$ cat src/rtl/xdma_burst_receiver.sv
// Receives the AW/W bursts of one xDMA transfer, streams beats with byte addresses to a local sink,
// answers each burst with a B response and pulses done once the full transfer length has arrived.
module xdma_burst_receiver #(
    parameter int unsigned DataWidth = 512,
    parameter int unsigned AddrWidth = 48,
    parameter int unsigned IdWidth   = 4,
    parameter int unsigned LenWidth  = 32,
    localparam int unsigned StrbWidth = DataWidth / 8
) (
    input  logic                 clk_i,
    input  logic                 rst_ni,
    input  logic                 recv_req_valid_i,
    output logic                 recv_req_ready_o,
    input  logic [LenWidth-1:0]  recv_len_i,
    input  logic                 aw_valid_i,
    output logic                 aw_ready_o,
    input  logic [IdWidth-1:0]   aw_id_i,
    input  logic [AddrWidth-1:0] aw_addr_i,
    input  logic [7:0]           aw_len_i,
    input  logic                 w_valid_i,
    output logic                 w_ready_o,
    input  logic [DataWidth-1:0] w_data_i,
    input  logic [StrbWidth-1:0] w_strb_i,
    input  logic                 w_last_i,
    output logic                 b_valid_o,
    input  logic                 b_ready_i,
    output logic [IdWidth-1:0]   b_id_o,
    output logic [1:0]           b_resp_o,
    output logic                 data_valid_o,
    input  logic                 data_ready_i,
    output logic [DataWidth-1:0] data_o,
    output logic [StrbWidth-1:0] data_strb_o,
    output logic [AddrWidth-1:0] data_addr_o,
    output logic                 recv_done_o
);

    localparam int unsigned AddrLsb = $clog2(StrbWidth);

    typedef enum logic [2:0] {
        S_IDLE, S_WAIT_AW, S_DATA, S_RESP, S_DONE
    } state_e;

    state_e               state_q, state_d;
    logic [LenWidth-1:0]  rem_q, rem_d;
    logic [8:0]           beats_q, beats_d;
    logic [8:0]           idx_q, idx_d;
    logic                 err_q, err_d;
    logic [IdWidth-1:0]   id_q, id_d;
    logic [AddrWidth-1:0] base_q, base_d;

    logic [8:0] aw_beats;
    logic       is_last;
    logic       beat_hs;

    assign aw_beats = {1'b0, aw_len_i} + 9'd1;
    assign is_last  = (idx_q == beats_q - 9'd1);
    assign beat_hs  = w_valid_i && data_ready_i;

    always_ff @(posedge clk_i or negedge rst_ni) begin
        if (!rst_ni) begin
            state_q <= S_IDLE;
            rem_q   <= '0;
            beats_q <= '0;
            idx_q   <= '0;
            err_q   <= 1'b0;
            id_q    <= '0;
            base_q  <= '0;
        end else begin
            state_q <= state_d;
            rem_q   <= rem_d;
            beats_q <= beats_d;
            idx_q   <= idx_d;
            err_q   <= err_d;
            id_q    <= id_d;
            base_q  <= base_d;
        end
    end

    always_comb begin
        state_d = state_q;
        rem_d   = rem_q;
        beats_d = beats_q;
        idx_d   = idx_q;
        err_d   = err_q;
        id_d    = id_q;
        base_d  = base_q;
        case (state_q)
            S_IDLE: begin
                if (recv_req_valid_i) begin
                    rem_d   = recv_len_i;
                    state_d = (recv_len_i == '0) ? S_DONE : S_WAIT_AW;
                end
            end
            S_WAIT_AW: begin
                if (aw_valid_i) begin
                    id_d    = aw_id_i;
                    base_d  = aw_addr_i;
                    beats_d = aw_beats;
                    idx_d   = '0;
                    err_d   = (LenWidth'(aw_beats) > rem_q);
                    state_d = S_DATA;
                end
            end
            S_DATA: begin
                if (beat_hs) begin
                    idx_d = idx_q + 9'd1;
                    // An overlong burst keeps draining beats but flags the error.
                    if (rem_q == '0) begin
                        err_d = 1'b1;
                    end else begin
                        rem_d = rem_q - LenWidth'(1);
                    end
                    if (w_last_i != is_last) begin
                        err_d = 1'b1;
                    end
                    if (is_last) begin
                        state_d = S_RESP;
                    end
                end
            end
            S_RESP: begin
                if (b_ready_i) begin
                    state_d = (rem_q == '0) ? S_DONE : S_WAIT_AW;
                end
            end
            S_DONE:  state_d = S_IDLE;
            default: state_d = S_IDLE;
        endcase
    end

    always_comb begin
        recv_req_ready_o = 1'b0;
        aw_ready_o       = 1'b0;
        w_ready_o        = 1'b0;
        data_valid_o     = 1'b0;
        b_valid_o        = 1'b0;
        b_id_o           = '0;
        b_resp_o         = 2'b00;
        recv_done_o      = 1'b0;
        data_o           = w_data_i;
        data_strb_o      = w_strb_i;
        data_addr_o      = base_q + AddrWidth'({idx_q, {AddrLsb{1'b0}}});
        case (state_q)
            S_IDLE:    recv_req_ready_o = 1'b1;
            S_WAIT_AW: aw_ready_o       = 1'b1;
            S_DATA: begin
                data_valid_o = w_valid_i;
                w_ready_o    = data_ready_i;
            end
            S_RESP: begin
                b_valid_o = 1'b1;
                b_id_o    = id_q;
                b_resp_o  = err_q ? 2'b10 : 2'b00;
            end
            S_DONE:  recv_done_o = 1'b1;
            default: ;
        endcase
        // Reset forces every output low, including the combinational pass-through.
        if (!rst_ni) begin
            recv_req_ready_o = 1'b0;
            aw_ready_o       = 1'b0;
            w_ready_o        = 1'b0;
            data_valid_o     = 1'b0;
            b_valid_o        = 1'b0;
            b_id_o           = '0;
            b_resp_o         = 2'b00;
            recv_done_o      = 1'b0;
            data_o           = '0;
            data_strb_o      = '0;
            data_addr_o      = '0;
        end
    end

endmodule

$ cat config.mk
export PLATFORM = sky130hd
export DESIGN_NAME = xdma_burst_receiver
export DESIGN_NICKNAME = d
export VERILOG_FILES = /design/src/rtl/xdma_burst_receiver.sv
export SDC_FILE = /design/constraint.sdc
export NUM_CORES = 1
export LEC_CHECK = 0
export CAP_MARGIN = 20
export CORE_AREA = 2 2 510 512
export CTS_CLUSTER_DIAMETER = 50
export DETAILED_ROUTE_END_ITERATION = 8
export DIE_AREA = 0 0 512 514
export MAX_ROUTING_LAYER = met4
export SYNTH_ARGS = -nofsm -noshare
export SYNTH_HDL_FRONTEND = slang
export SYNTH_SLANG_ARGS = --single-unit
$ cat constraint.sdc
create_clock -name clk_i -period 7.4 [get_ports clk_i]
set_input_delay 1.48 -clock clk_i [delete_from_list [all_inputs] [get_ports clk_i]]
set_output_delay 1.48 -clock clk_i [all_outputs]
set_load 0.02 [all_outputs]
# --- After elaboration in Yosys (flattened, before gate mapping) ---
# Index checks and enable logic that the tools add are counted.
totals:
  reg_bits: 106
  in_bits: 676
  output_inout_bits: 636
  word_cells: 77
classes:
  addsub: 5
  n_lt_le_gt_ge: 1
  n_eq_ne: 13
  mux: 40
  reduce_logical: 11
ops:
  columns: ["cell", "count"]
  rows:
  - ["512-bit 2-to-1 mux", 1]
  - ["32-bit 2-to-1 mux", 3]
  - ["32-bit logical NOT", 2]
  - ["64-bit 2-to-1 mux", 1]
  - ["32-bit case mux with 2 select lines", 1]
  - ["48-bit by 15-bit adder with 48-bit output", 1]
  - ["48-bit 2-to-1 mux", 1]
  - ["9-bit by 32-bit > comparator with 1-bit output", 1]
  - ["32-bit by 1-bit subtractor with 32-bit output, second input constant", 1]
  - ["3-bit 2-to-1 mux", 7]
  - ["9-bit 2-to-1 mux", 2]
  - ["9-bit case mux with 2 select lines", 1]
  - ["1-bit 2-to-1 mux", 16]
  - ["2-bit != test, second input constant", 6]
  - ["3-bit case mux with 4 select lines", 1]
  - ["8-bit by 1-bit adder with 9-bit output, second input constant", 1]
  - ["9-bit by 1-bit adder with 9-bit output, second input constant", 1]
  - ["9-bit equality test", 1]
  - ["9-bit by 1-bit subtractor with 9-bit output, second input constant", 1]
  - ["4-bit 2-to-1 mux", 2]
  - ["4-bit AND reduction", 2]
  - ["3-bit by 2-bit equality test with 1-bit output, second input constant", 2]
  - ["2-bit 2-to-1 mux", 3]
  - ["5-bit AND reduction", 1]
  - ["other kinds (10)", 11]

# --- Logic depth before layout (Yosys ltp) ---
# Gate-level depths: netlist (run 1).
logic_depth:
  word_depth: 6
  mapped_depth: 10
  ltp_nobuf: 10

# --- Worst setup path before layout (run 1) ---
# No wires, ideal clock.
synth_path:
  path_type: "input -> output"
  startpoint: "input rst_ni"
  endpoint: "output b_id_o[0]"
  arrival_ns: 2.900
  required_time_ns: 5.920
  setup_slack_ns: 3.020
  cell_stages: 3
  path_buffers: 0
  path_cell_list: "inv_1 nor4b_1 and2_1"
synth_via:
  elab_chain_cells: 1
synth_lines:
  columns: ["element", "line", "rtl"]
  rows:
  - ["start, declared", "11", "input logic rst_ni,"]
  - ["4-bit 2-to-1 mux", "159", "if (!rst_ni) begin"]
  - ["end, declared", "27", "output logic [IdWidth-1:0] b_id_o,"]
# No other way between the ends.

# --- Worst setup path after layout (run 1) ---
layout_path:
  startpoint: "register idx_q[0]"
  endpoint: "output data_addr_o[38]"
layout_via:
  elab_chain_cells: 2
layout_lines:
  columns: ["element", "line", "rtl"]
  rows:
  - ["start, declared", "46", "logic [8:0] idx_q, idx_d;"]
  - ["start signal, assigned", "72", "idx_q <= idx_d;"]
  - ["48-bit by 15-bit adder with 48-bit output", "142", "data_addr_o = base_q + AddrWidth'({idx_q, {AddrLsb{1'b0}}});"]
  - ["48-bit 2-to-1 mux", "159", null]
  - ["end, declared", "33", "output logic [AddrWidth-1:0] data_addr_o,"]
# No other way between the ends.

==> results by group, run 1 <==
STA
  • Fin. Hold Viols: 0
  • Final setup skew: about 29 ps
  • Fin worst setup slack: between 1000 and 1500 ps
  • Setup TNS: 0 ps
  • Fin crit share: between 80% and 90%
  • Fmax: 0.158 GHz
  • Count of final setup violators: 0
  • Tmin final: 6330 ps
  • Worst-Margin Slew: about 1100 ps
  • RSZ-0062 raised after global routing: false
  • Slew HR: roughly a quarter
  • Slew Limit Fails: 0
  • Hold_ws: 514 ps

Drt
  • Drt drc: 0
  • Vias/cell: 2.84
  • DRT iter0 DRCs: about 1,100
  • Via Count: between 15,000 and 20,000
  • Detail Route Antenna Nets: 0
  • Wire per inst: roughly 44 um
  • DRT Pass-1 Iters: 5
  • Final wirelength: approximately 280,000 um

Global route
  • Grt ovf: 0
  • Total GRT Usage: 21.1%
  • Vias in the first global route: between 15,000 and 20,000
  • Initial antenna violation count: 426
  • Largest net degree at the start of global routing: roughly 230
  • First-pass GRT wire length: between 300,000 and 400,000 um

Power
  • Combinational share of power: 62.8%
  • Seq pwr share: around a quarter
  • Max VDD drop: between 0.1 and 0.15 mV
  • Clock power frac: between 10% and 20%
  • Net Sw Frac: between 50% and 60%
  • Sw Pwr: about 2400 uW
  • P_leak: roughly 0.0095 uW
  • P_int: 2440 uW
  • PwrDens: 168 nW/um^2
  • Pwr Total: a little under 5000 uW

Place
  • Cell Area, Placed: around 28,000 sq um
  • Post-DP HPWL: 262,000 um
  • PortBufs: 1,310
  • GP Congestion: 0.992
  • Post-place setup slack: between 1000 and 1500 ps

CTS
  • Clk buf depth: 2
  • Clk_lat worst skew: 470 ps
  • Post-CTS Setup Bufs: 0
  • Clock sinks: 106
  • Cts hold-fix bufs: 0
  • Clock transition at path regs: around 120 ps
  • H-tree levels: 3
  • Total CTS buffers: 9
  • CTS tree: done
  • Root Buffer: clkbuf_16
  • # resized after CTS: 0

Synth
  • Number of synthesized flops with an enable pin: 0
  • Leading area contributor after synthesis: and2_1
  • Most frequent cells after synthesis: and2_1 (590), dfrtp_1 (106), clkbuf_1 (94)
  • Avg Cell Area, Syn: 7.73 sq um
  • Top-count cell post-synth: and2_1
  • Synth Instances: approximately 1,400
  • Mapped cell area: between 10,000 and 15,000 sq um
  • Sequential share of the synthesized area: between 20% and 30%
  • Yosys top cell area share: around a third
  • Top cells by area, synth: and2_1 (34%), dfrtp_1 (24%), mux2_2 (5.7%)
  • Syn. warnings: 0
  • Register bit total from synthesis: ~110
  • Synthesized Nets: 2,114
  • Main synth FF type: dfrtp_1
  • Async SR Flop Fraction: 100%
  • Synth cell types: between 70 and 80

Layout
  • Nets: ~3,300
  • Design Area, Final: ~29,000 sq um
  • Area Overhead vs Synth: 166%
  • Layout cells sized above 1: between 4 and 5%

Floorplan
  • Die area: ~260,000 sq um
  • IO Pins: roughly 1,300
  • Row count: 187
  • Core area: roughly 260,000 sq um
  • Die Wd: approximately 500 um
  • Initial core utilization: 4.24%
  • Die Ht: 514 um

Status
  • Outcome: finished, final reports clean

Setup path
  • Worst EP arrival: between 4000 and 5000 ps
  • Required @ worst endpoint: 5920 ps
  • CP Class: reg2out
  • Worst setup EP type: primary output
  • Worst setup SP type: flip-flop
  • Crit-path max FO: 9

Worst hold path
  • Worst hold path type: reg2reg

Run
  • Max_cap viols: 0
==> layout make-up <==
class,count,area (sq um)
multi-input combinational,1174,7800
sequential,106,2650
tap,3402,4260
inverter,26,97.6
antenna,253,633
clock inverter,7,96.3
timing repair buffer,1329,13300
fill,29600,229000
clock buffer,9,225
==> layer usage <==
layer	GRT usage (%)	vias up	share of wire (%)
met2	34.9	1485	47
met1	22.1	8474	39
met5	-	-	0
met3	12.1	373	12
met4	2.76	0	1.9
li1	-	7580	-
==> critical path, cell delays in order (launching register included) <==
cell and delay (ps):
dfrtp_1 460, ha_1 200, inv_1 50, fa_1 380, nor2b_1 230, o2111ai_1 200, a31oi_2 800, o2111ai_2 530
xnor2_1 290, nor2_1 490, clkdlybuf4s50_1 730
==> through the flow <==
stage,util (%),std cells
final,11.3,6306
after global routing,11.2,6281
after CTS,11.0,6053
after detailed placement,10.9,6037
after global placement,10.9,6036
after floorplan,-,1415
==> power by group through the flow <==
stage / combinational, uW / clock, uW / sequential [uW]
finish: 3070 / 629 / 1190
global route: 3260 / 677 / 1230
CTS: 3120 / 670 / 1190
detailed placement: 3100 / 0 / 1200
global placement: 3100 / 0 / 1200
floorplan: 1440 / 0 / 1060
==> state kept, by name (all words and copies together), names as in the netlist <==
signal	count
err_q	1
rem_q	32
id_q	4
beats_q	9
idx_q	9
state_q	3
base_q	48
==> cell usage in the layout (no fill, tap or decap), types with 6 or more instances in the layout <==
cell type,netlist,final
a21o_1,6,6
o2111ai_1,6,6
xor2_1,25,25
clkdlybuf4s50_1,0,1309
o31ai_1,12,12
nor3_1,24,24
or4_1,13,13
mux2_2,55,55
xnor2_1,18,18
inv_1,26,25
nand4_1,11,11
and3_1,7,7
nor4_1,13,13
o21a_1,10,10
dfrtp_1,106,106
nor2_1,58,58
o21ai_0,58,58
and4_1,6,6
nand3_1,24,24
diode_2,0,253
o211ai_1,7,7
a21oi_1,60,60
and2_1,590,590
ha_1,22,22
o32ai_1,7,7
clkbuf_16,0,9
or3_1,12,12
nand2_1,44,44
buf_4,4,15
==> final timing paths <==
check	slack, ps	depth (start not counted)	start	to
setup reg to reg	3930	8	rem_q[0]	rem_q[18]
min in group asynchronous	980	1	rst_ni	rem_q[2]
hold reg to reg	510	1	base_q[1]	base_q[1]
max in group asynchronous	4890	2	rst_ni	base_q[33]
setup / recovery	1070	10	idx_q[0]	data_addr_o[38]
hold / removal	510	1	base_q[1]	base_q[1]
==> cell families after synthesis <==
| group | Yosys count | share of synthesized area (%) |
|---|---|---|
| flip-flops | 106 | 24.3 |
| buffers and inverters | 135 | 4.92 |
| other | 1 | 0.0343 |
| multiplexers | 56 | 5.75 |
| XOR/XNOR | 43 | 3.44 |
| AND/OR/NAND/NOR | 837 | 46.4 |
| AO/OA/AOI/OAI | 214 | 12.5 |
| adder cells (fa/ha/maj) | 23 | 2.70 |
(Power assumes the default switching activity.)
==> run 2: changes to the inputs <==
Settings changed: CORE_AREA 2 2 510 512 to 2 2 506 508, DIE_AREA 0 0 512 514 to 0 0 508 510, DONT_BUFFER_PORTS set to 1.
==> results by group, run 2 (synthesized netlist as in run 1, its figures left out) <==
Status
  • Outcome: complete, but fails checks (was finished, final reports clean)
  • Failing checks: max-slew violations

Global route
  • Initial antenna violation count: 473 (was 426)
  • First-pass GRT wire length: 266,000 um (was 317,000 um)
  • Vias in the first global route: 10,800 (was 17,000)
  • Grt ovf: 0 (unchanged)
  • Total GRT Usage: 18.5% (was 21.1%)
  • Largest net degree at the start of global routing: 697 (was 232)

Power
  • P_leak: 0.00450 uW (was 0.00947 uW)
  • Max VDD drop: 0.151 mV (was 0.143 mV)
  • PwrDens: 240 nW/um^2 (was 168 nW/um^2)

STA
  • Fin crit share: 72.7% (was 85.5%)
  • Tmin final: 5380 ps (was 6330 ps)
  • Count of final setup violators: 0 (unchanged)
  • RSZ-0062 raised after global routing: false (unchanged)
  • Setup TNS: 0 ps (unchanged)
  • Fmax: 0.186 GHz (was 0.158 GHz)
  • Final setup skew: 23.8 ps (was 28.8 ps)
  • Slew Limit Fails: 587 (was 0)
  • Slew HR: -49.8% (was 23.7%)
  • Fin. Hold Viols: 0 (unchanged)
  • Worst-Margin Slew: 2250 ps (was 1140 ps)

Layout
  • Biggest regs: base_q: 48 flops, rem_q: 32 flops (unchanged)
  • Layout Utilization: 6.40% (was 11.3%)
  • Nets: 2,035 (was 3,345)
  • Finished Layout Cells: 5,105 (was 6,306)
  • Layout fillers: 29,900 (was 29,600)
  • Max FFs per register: 48 (unchanged)
  • Top reg by flops: base_q (unchanged)
  • Layout cells sized above 1: 8.66% (was 4.30%)
  • Most common cell after layout, fill and taps aside: and2_1 (was clkdlybuf4s50_1)
  • Design Area, Final: 16,200 sq um (was 29,100 sq um)
  • Area Overhead vs Synth: 48.4% (was 166%)
  • Most frequent cells in the layout: and2_1 (590), dfrtp_1 (106), a21oi_1 (60), nor2_1 (58), o21ai_0 (58) (was clkdlybuf4s50_1 (1,309), and2_1 (590), dfrtp_1 (106), a21oi_1 (60))

Floorplan
  • Die Wd: 508 um (was 512 um)
  • Core area: 253,000 sq um (was 258,000 sq um)
  • Initial core utilization: 4.31% (was 4.24%)
  • Die area: 259,000 sq um (was 263,000 sq um)
  • Die Ht: 510 um (was 514 um)
  • IO Pins: 1,312 (unchanged)
  • Row count: 185 (was 187)

Worst hold path
  • Min-delay src: id_q[3] (was base_q[1])
  • WHS Path Cells: 1 (unchanged)
  • Worst Hold End: id_q[3] (was base_q[1])
  • Worst hold path type: reg2reg (unchanged)

Setup path
  • Worst EP arrival: 3900 ps (was 4850 ps)
  • CP Class: reg2out (unchanged)
  • Crit-path max FO: 22 (was 9)
  • Worst setup SP type: flip-flop (unchanged)
  • R2r setup slk: 4470 ps (was 3930 ps)
  • R2R depth: 8 (unchanged)
  • Reg2reg end: rem_q[18] (unchanged)
  • Required @ worst endpoint: 5920 ps (about the same)
  • Worst r2r src: rem_q[0] (unchanged)
  • Worst setup EP type: primary output (unchanged)

Drt
  • DRT Pass-1 Iters: 5 (unchanged)
  • Routed met1 length: 66,100 um (was 108,000 um)
  • Final wirelength: 243,000 um (was 279,000 um)
  • Detail Route Antenna Nets: 0 (unchanged)
  • Met2 wire length: 124,000 um (was 132,000 um)
  • Vias/cell: 2.51 (was 2.84)
  • DR top layer: met4 (unchanged)
  • WL met3: 45,200 um (was 33,500 um)
  • Via Count: 12,800 (was 17,900)
  • Wire per inst: 47.5 um (was 44.2 um)
  • DRT iter0 DRCs: 952 (was 1,130)
  • Drt drc: 0 (unchanged)

CTS
  • H-tree levels: 3 (unchanged)
  • CTS tree: done (unchanged)
  • Clock sinks: 106 (unchanged)
  • Clk buf depth: 2 (unchanged)
  • Clk_lat worst skew: 450 ps (was 470 ps)
  • Cts hold-fix bufs: 0 (unchanged)
  • Post-CTS Setup Bufs: 0 (unchanged)
  • Clock transition at path regs: 90 ps (was 120 ps)
  • Total CTS buffers: 9 (unchanged)
  • # resized after CTS: 0 (unchanged)
  • Root Buffer: clkbuf_16 (unchanged)

Place
  • GP Congestion: 1.13 (was 0.992)
  • Post-DP HPWL: 228,000 um (was 262,000 um)
  • PortBufs: 0 (was 1,310)
  • Cell Area, Placed: 14,900 sq um (was 28,100 sq um)
  • Placed insts: 4,691 (was 6,037)

Run
  • Max_cap viols: 0 (unchanged)
-- run 2: changes by cell type in the layout (fill, tap and decap cells not counted), moves of 2 or more --
cell,delta
clkdlybuf4s50_1,-1309
nor4_1,-2
diode_2,+146
nor3_1,-2
clkinv_8,-2
nor4_2,+2
nor3_2,+2
inv_12,-2
buf_12,-3
buf_4,+4
-- run 2: per-stage QoR --
stage	setup slack, ps	hold WS [ps]	total power [uW]
2_1_floorplan	3020	460	2500
4_1_cts	1850	508	4000
5_1_grt	1730	517	4140
6_report	2020	511	3890
3_3_place_gp	2420	481	3370
3_5_place_dp	2380	491	3370
-- run 2: layout make-up --
| class | count | area, sq um | area share (%) |
|---|---|---|---|
| timing repair buffer | 19 | 143 | 0.879 |
| multi-input combinational | 1174 | 7830 | 48.2 |
| antenna | 399 | 998 | 6.15 |
| sequential | 106 | 2650 | 16.3 |
| inverter | 26 | 97.6 | 0.601 |
| clock buffer | 10 | 239 | 1.47 |
| clock inverter | 5 | 62.6 | 0.385 |
| tap | 3366 | 4210 | 25.9 |
-- run 2: how the worst max path moves through the flow --
stage | startpoint | end | slack [ps] | cells after the start
6_report | idx_q[6] | data_addr_o[29] | 2020 | 7
5_1_grt | idx_q[6] | data_addr_o[29] | 1730 | 7
4_1_cts | idx_q[6] | data_addr_o[29] | 1850 | 7
3_5_place_dp | idx_q[6] | data_addr_o[29] | 2380 | 7
3_3_place_gp | idx_q[6] | data_addr_o[29] | 2420 | 7
2_1_floorplan | rst_ni | b_id_o[0] | 3020 | 3
-- run 2: per-layer routing --
| metal | vias to the layer above | GRT usage, % |
|---|---|---|
| met5 | - | - |
| met4 | 0 | 3.06 |
| met3 | 547 | 14.7 |
| met2 | 1508 | 33.3 |
| met1 | 5643 | 14.5 |
| li1 | 5094 | - |
-- run 2: critical path, stage by stage, from the launching register on --
cell	delay [ps]
dfrtp_1	440
ha_1	380
a2111oi_0	390
o21ai_0	270
a41oi_4	600
buf_4	410
o31ai_1	100
a21oi_1	840
-- run 2: where the power goes --
group	internal (uW)	leakage, uW	switching [uW]
Sequential	845	0.00127	338
Clock	274	0.000149	319
Combinational	639	0.00308	1480
